`src/rtl/case_decode_pipe.sv`:
```
// Two-stage decode pipeline: stage 1 classifies the opcode, stage 2 forms the
// register-select match and presents the delayed control fields downstream.
module case_decode_pipe #(
  parameter logic [2:0] ALU_DO_REGISTER = 3'h1,
  parameter logic [5:0] DSP_REGISTER_V  = 6'h03,
  parameter int         CNT_W           = 8
) (
  input  logic             clk,
  input  logic             reset_l,
  input  logic             flush,
  input  logic             in_valid,
  output logic             in_ready,
  input  logic [7:0]       in_ir,
  input  logic [2:0]       in_alu_ctl,
  input  logic [5:0]       in_reg_addr,
  input  logic [5:0]       in_f,
  output logic             out_valid,
  input  logic             out_ready,
  output logic [7:0]       out_ir_2s,
  output logic [2:0]       out_alu_ctl_2s,
  output logic [5:0]       out_reg_addr_2s,
  output logic [5:0]       out_f_2s,
  output logic [2:0]       out_class,
  output logic             out_p00,
  output logic [CNT_W-1:0] match_cnt
);

  logic       s1_valid;
  logic       s2_valid;
  logic       s1_en;
  logic       s2_en;
  logic [7:0] s1_ir;
  logic [2:0] s1_alu_ctl;
  logic [5:0] s1_reg_addr;
  logic [5:0] s1_f;
  logic [2:0] s1_class;
  logic [2:0] in_class;

  // A stage advances when it is empty or the stage after it is draining.
  assign s2_en     = !s2_valid || out_ready;
  assign s1_en     = !s1_valid || s2_en;
  assign in_ready  = s1_en;
  assign out_valid = s2_valid;

  always_comb begin
    in_class = 3'd7;
    casez (in_ir)
      8'b0000_0000: in_class = 3'd0;
      8'b1???_????: in_class = 3'd1;
      8'b01??_??1?: in_class = 3'd2;
      8'b01??_????: in_class = 3'd3;
      8'b001?_????: in_class = 3'd4;
      default:      in_class = 3'd7;
    endcase
  end

  always_ff @(posedge clk or negedge reset_l) begin
    if (!reset_l) begin
      s1_valid    <= 1'b0;
      s1_ir       <= '0;
      s1_alu_ctl  <= '0;
      s1_reg_addr <= '0;
      s1_f        <= '0;
      s1_class    <= '0;
    end else begin
      if (flush)
        s1_valid <= 1'b0;
      else if (s1_en)
        s1_valid <= in_valid && in_ready;
      if (s1_en) begin
        s1_ir       <= in_ir;
        s1_alu_ctl  <= in_alu_ctl;
        s1_reg_addr <= in_reg_addr;
        s1_f        <= in_f;
        s1_class    <= in_class;
      end
    end
  end

  always_ff @(posedge clk or negedge reset_l) begin
    if (!reset_l) begin
      s2_valid        <= 1'b0;
      out_ir_2s       <= '0;
      out_alu_ctl_2s  <= '0;
      out_reg_addr_2s <= '0;
      out_f_2s        <= '0;
      out_class       <= '0;
      out_p00         <= 1'b0;
    end else begin
      if (flush)
        s2_valid <= 1'b0;
      else if (s2_en)
        s2_valid <= s1_valid;
      if (s2_en) begin
        out_ir_2s       <= s1_ir;
        out_alu_ctl_2s  <= s1_alu_ctl;
        out_reg_addr_2s <= s1_reg_addr;
        out_f_2s        <= s1_f;
        out_class       <= s1_class;
        out_p00         <= (s1_alu_ctl == ALU_DO_REGISTER) &&
                           (s1_reg_addr == DSP_REGISTER_V);
      end
    end
  end

  // Counts delivered matches; flush does not touch it, so a transfer in the
  // flush cycle still counts.
  always_ff @(posedge clk or negedge reset_l) begin
    if (!reset_l)
      match_cnt <= '0;
    else if (out_valid && out_ready && out_p00 && (match_cnt != {CNT_W{1'b1}}))
      match_cnt <= match_cnt + {{(CNT_W-1){1'b0}}, 1'b1};
  end

endmodule

```
`config.mk`:
```
export PLATFORM = sky130hd
export DESIGN_NAME = case_decode_pipe
export DESIGN_NICKNAME = d
export VERILOG_FILES = /design/src/rtl/case_decode_pipe.sv
export SDC_FILE = /design/constraint.sdc
export NUM_CORES = 1
export LEC_CHECK = 0
export BUFFER_PORTS_ARGS = -buffer_cell sky130_fd_sc_hd__buf_2
export CAP_MARGIN = 20
export CORE_MARGIN = 1
export CORE_UTILIZATION = 45
export CTS_BUF_LIST = sky130_fd_sc_hd__clkbuf_2
export DETAILED_ROUTE_END_ITERATION = 8
export GPL_TIMING_DRIVEN = 0
export PLACE_DENSITY = 0.7
export REMOVE_ABC_BUFFERS = 1
export SLEW_MARGIN = 40
export SYNTH_ARGS = -nofsm -noshare
export SYNTH_HDL_FRONTEND = slang
export SYNTH_SLANG_ARGS = --single-unit
```
`constraint.sdc`:
```
create_clock -name clk -period 3.4 [get_ports clk]
set_input_delay 0.17 -clock clk [delete_from_list [all_inputs] [get_ports clk]]
set_output_delay 0.17 -clock clk [all_outputs]
set_load 0.01 [all_outputs]
```
==> flow_metrics.py <==
metrics = {
    "run_status": {
        "status": "complete, no violations",
    },
    "sta": {
        "layout_min_cycle_time_ns": 1.96,
        "rsz0062_at_grt": "no",
        "finalSetupViolCount": 0,
        "setup_slack_ns": 1.44,
        "hold_viol": 0,
        "tightestPinTransition_ns": 0.558,
        "fmax_mhz": 509,
        "slew_headroom": 0.628,
        "fin_skew_ns": 0.0193,
        "fin_tns_setup_ns": 0,
        "slew_violations": 0,
        "fin_crit_sh": 0.578,
    },
    "clock_tree": {
        "ctsLongestPathBuffers": 2,
        "post_cts_buffers": 0,
        "numCtsBuffers": 9,
        "clk_latency_ns": 0.45,
        "tritoncts": "done",
        "path_clk_slew_ns": 0.17,
        "cts-root-buf": "clkbuf_2",
        "htreeDepth": 3,
        "cts.sinks": 63,
    },
    "setup_path": {
        "crit_fanout": 11,
        "startpoint_type": "register",
        "cp-end-kind": "primary output",
        "crit_start": "out_valid",
        "path_cells": "nand3b_1 -> buf_4 -> buf_2",
        "worstReg2RegStart": "match_cnt[0]",
        "arrival_ns": 1.79,
        "critPathBufInv": 2,
        "cp_slowest_cell": "dfrtp_1",
        "slowest_delay_ns": 0.43,
        "cp_data_required_time_ns": 3.23,
        "critical_path_class": "reg2out",
        "critPathTopFamily": "buffers and inverters",
    },
    "grt": {
        "grt_antenna_before_repair": 0,
        "grt_pass1_vias": 1763,
        "grt_usage": 0.186,
        "grt_pass1_wl_um": 8380,
        "grt_max_degree": 64,
        "overflow": 0,
    },
    "synthesis": {
        "synth_area_leaders": "dfrtp_1, mux2_2, buf_2",
        "synth_top_flop_cell": "dfrtp_1",
        "yosysTopAreaCell": "dfrtp_1",
        "async_flop_share": 1.00,
        "yosys_warnings": 0,
        "synthTopCellsByCount": "dfrtp_1, mux2_2, nand2_1, nor2_1, buf_2",
        "seq_area_frac_synth": 0.628,
        "netlist_instances": 170,
        "ys_ff_latch": 63,
        "netlist_area_um2": 2510,
        "post_synth_num_cell_types": 30,
        "yosysTopAreaCellShare": 0.628,
        "syn_area_per_cell_um2": 14.8,
        "yosysMostFrequentCell": "dfrtp_1",
        "synth_edf_count": 0,
    },
    "floorplanning": {
        "initial_core_util": 0.479,
        "die_area_um2": 5880,
        "fp-row-count": 26,
        "fp.dieH_um": 76.7,
        "ios": 65,
        "die_x_um": 76.7,
        "fp.coreArea_um2": 5240,
    },
    "detailed_routing": {
        "drt_wl_total_um": 4790,
        "drt-initial-drc-count": 83,
        "met2_length_um": 2300,
        "avgRoutedWirePerCell_um": 14.0,
        "postRouteAntennaNets": 0,
        "dr.pass1.iters": 4,
        "drt-met1-wl_um": 2190,
        "drcViolationCount": 0,
        "viasPerCell": 4.96,
        "top_layer_used": "met4",
        "vias": 1696,
        "met3_length_um": 214,
    },
    "placement": {
        "gp_congestion": 0.764,
        "pre_cts_ws_ns": 1.72,
        "placed_area_um2": 2940,
        "portBuffers": 64,
        "hpwl_um": 3090,
    },
    "power_and_ir_drop": {
        "p_total_mw": 1.38,
        "powerDensity_nw_per_um2": 419,
        "max-vdd-ir-drop_uv": 262,
        "leakagePower_nw": 1.54,
    },
    "finish": {
        "area_growth_pct": 31.4,
        "final_core_util": 0.630,
        "insertedDiodeCount": 0,
        "layout.nets": 297,
        "fillerInstances": 424,
        "drive_gt1_frac": 0.493,
        "fin_area_um2": 3300,
    },
    "run": {
        "cap_violations": 0,
    },
    "min_path": {
        "hp-start": "out_ready",
        "hp-class": "in2reg",
    },
}
through the flow:
step / instances / hold WS [ns]
after global placement: 298 / 0.355
after detailed placement: 301 / 0.302
after CTS: 342 / 0.137
after global routing: 342 / 0.148
after floorplan: 164 / -0.126
final: 342 / 0.194
sequential cells by signal (all words and copies together), names as in the netlist, 6 cells and up:
signal	count
s1_reg_addr	6
out_reg_addr_2s	6
match_cnt	8
s1_ir	8
out_f_2s	6
s1_f	6
out_ir_2s	8
layout by cell type, fill, tap and decap left out, drive strengths merged, types with 3 or more instances in the layout:
cell,count
buf,67
dfrtp,63
mux2,51
dlygate4sd3,26
clkbuf,10
nand2,5
nor2,5
nand3,3
a31oi,3
a21oi,3
inv,3
clkinv,3
routing by layer:
layer  track usage  up-vias
li1              -      816
met1         0.233      827
met2         0.293       43
met3        0.0464       10
met4         0.104        0
met5             0        -
worst register-to-register path: stages, from the launching register on:
cell     delay, ns
dfrtp_1       0.45
ha_1          0.24
nand3_1       0.17
o21ai_0       0.37
mux2_2        0.38
report_power, final:
group	leakage (nW)	internal [mW]	switching, mW
clock network	0.0629	0.163	0.251
logic	0.721	0.0883	0.0675
registers	0.759	0.792	0.0223
worst paths after layout:
path / end / slack [ns] / depth (start not counted)
worst max register to register: match_cnt[1] / 1.69 / 4
worst min-delay path: out_class[1] / 0.19 / 3
max in group asynchronous: match_cnt[2] / 2.76 / 2
worst min register to register: out_valid / 0.52 / 2
worst max-delay path: in_ready / 1.44 / 3
min in group asynchronous: match_cnt[6] / 0.23 / 2
cell families after synthesis:
logic type / share of synthesized area
xor+xnor: 0.0140
fa+ha+maj: 0.00498
compound gates: 0.0399
flops: 0.628
mux: 0.237
simple gates: 0.0583
buf+inv: 0.0184
final cells by class:
| class | instances | area [um2] | share of cell area |
|---|---|---|---|
| clock buffer | 10 | 50.0 | 0.0152 |
| clock inverter | 5 | 50.0 | 0.0152 |
| inverter | 3 | 11.3 | 0.00341 |
| multi-input combinational | 98 | 896 | 0.271 |
| sequential | 63 | 1580 | 0.478 |
| tap | 70 | 87.6 | 0.0265 |
| timing repair buffer | 93 | 629 | 0.191 |
what timing repair did:
item	4_1_cts	5_1_grt
hold buffers	26	0
hold endpoints to repair	91	0
gates resized for setup	0	0
Power figures use the tool's default switching activity.
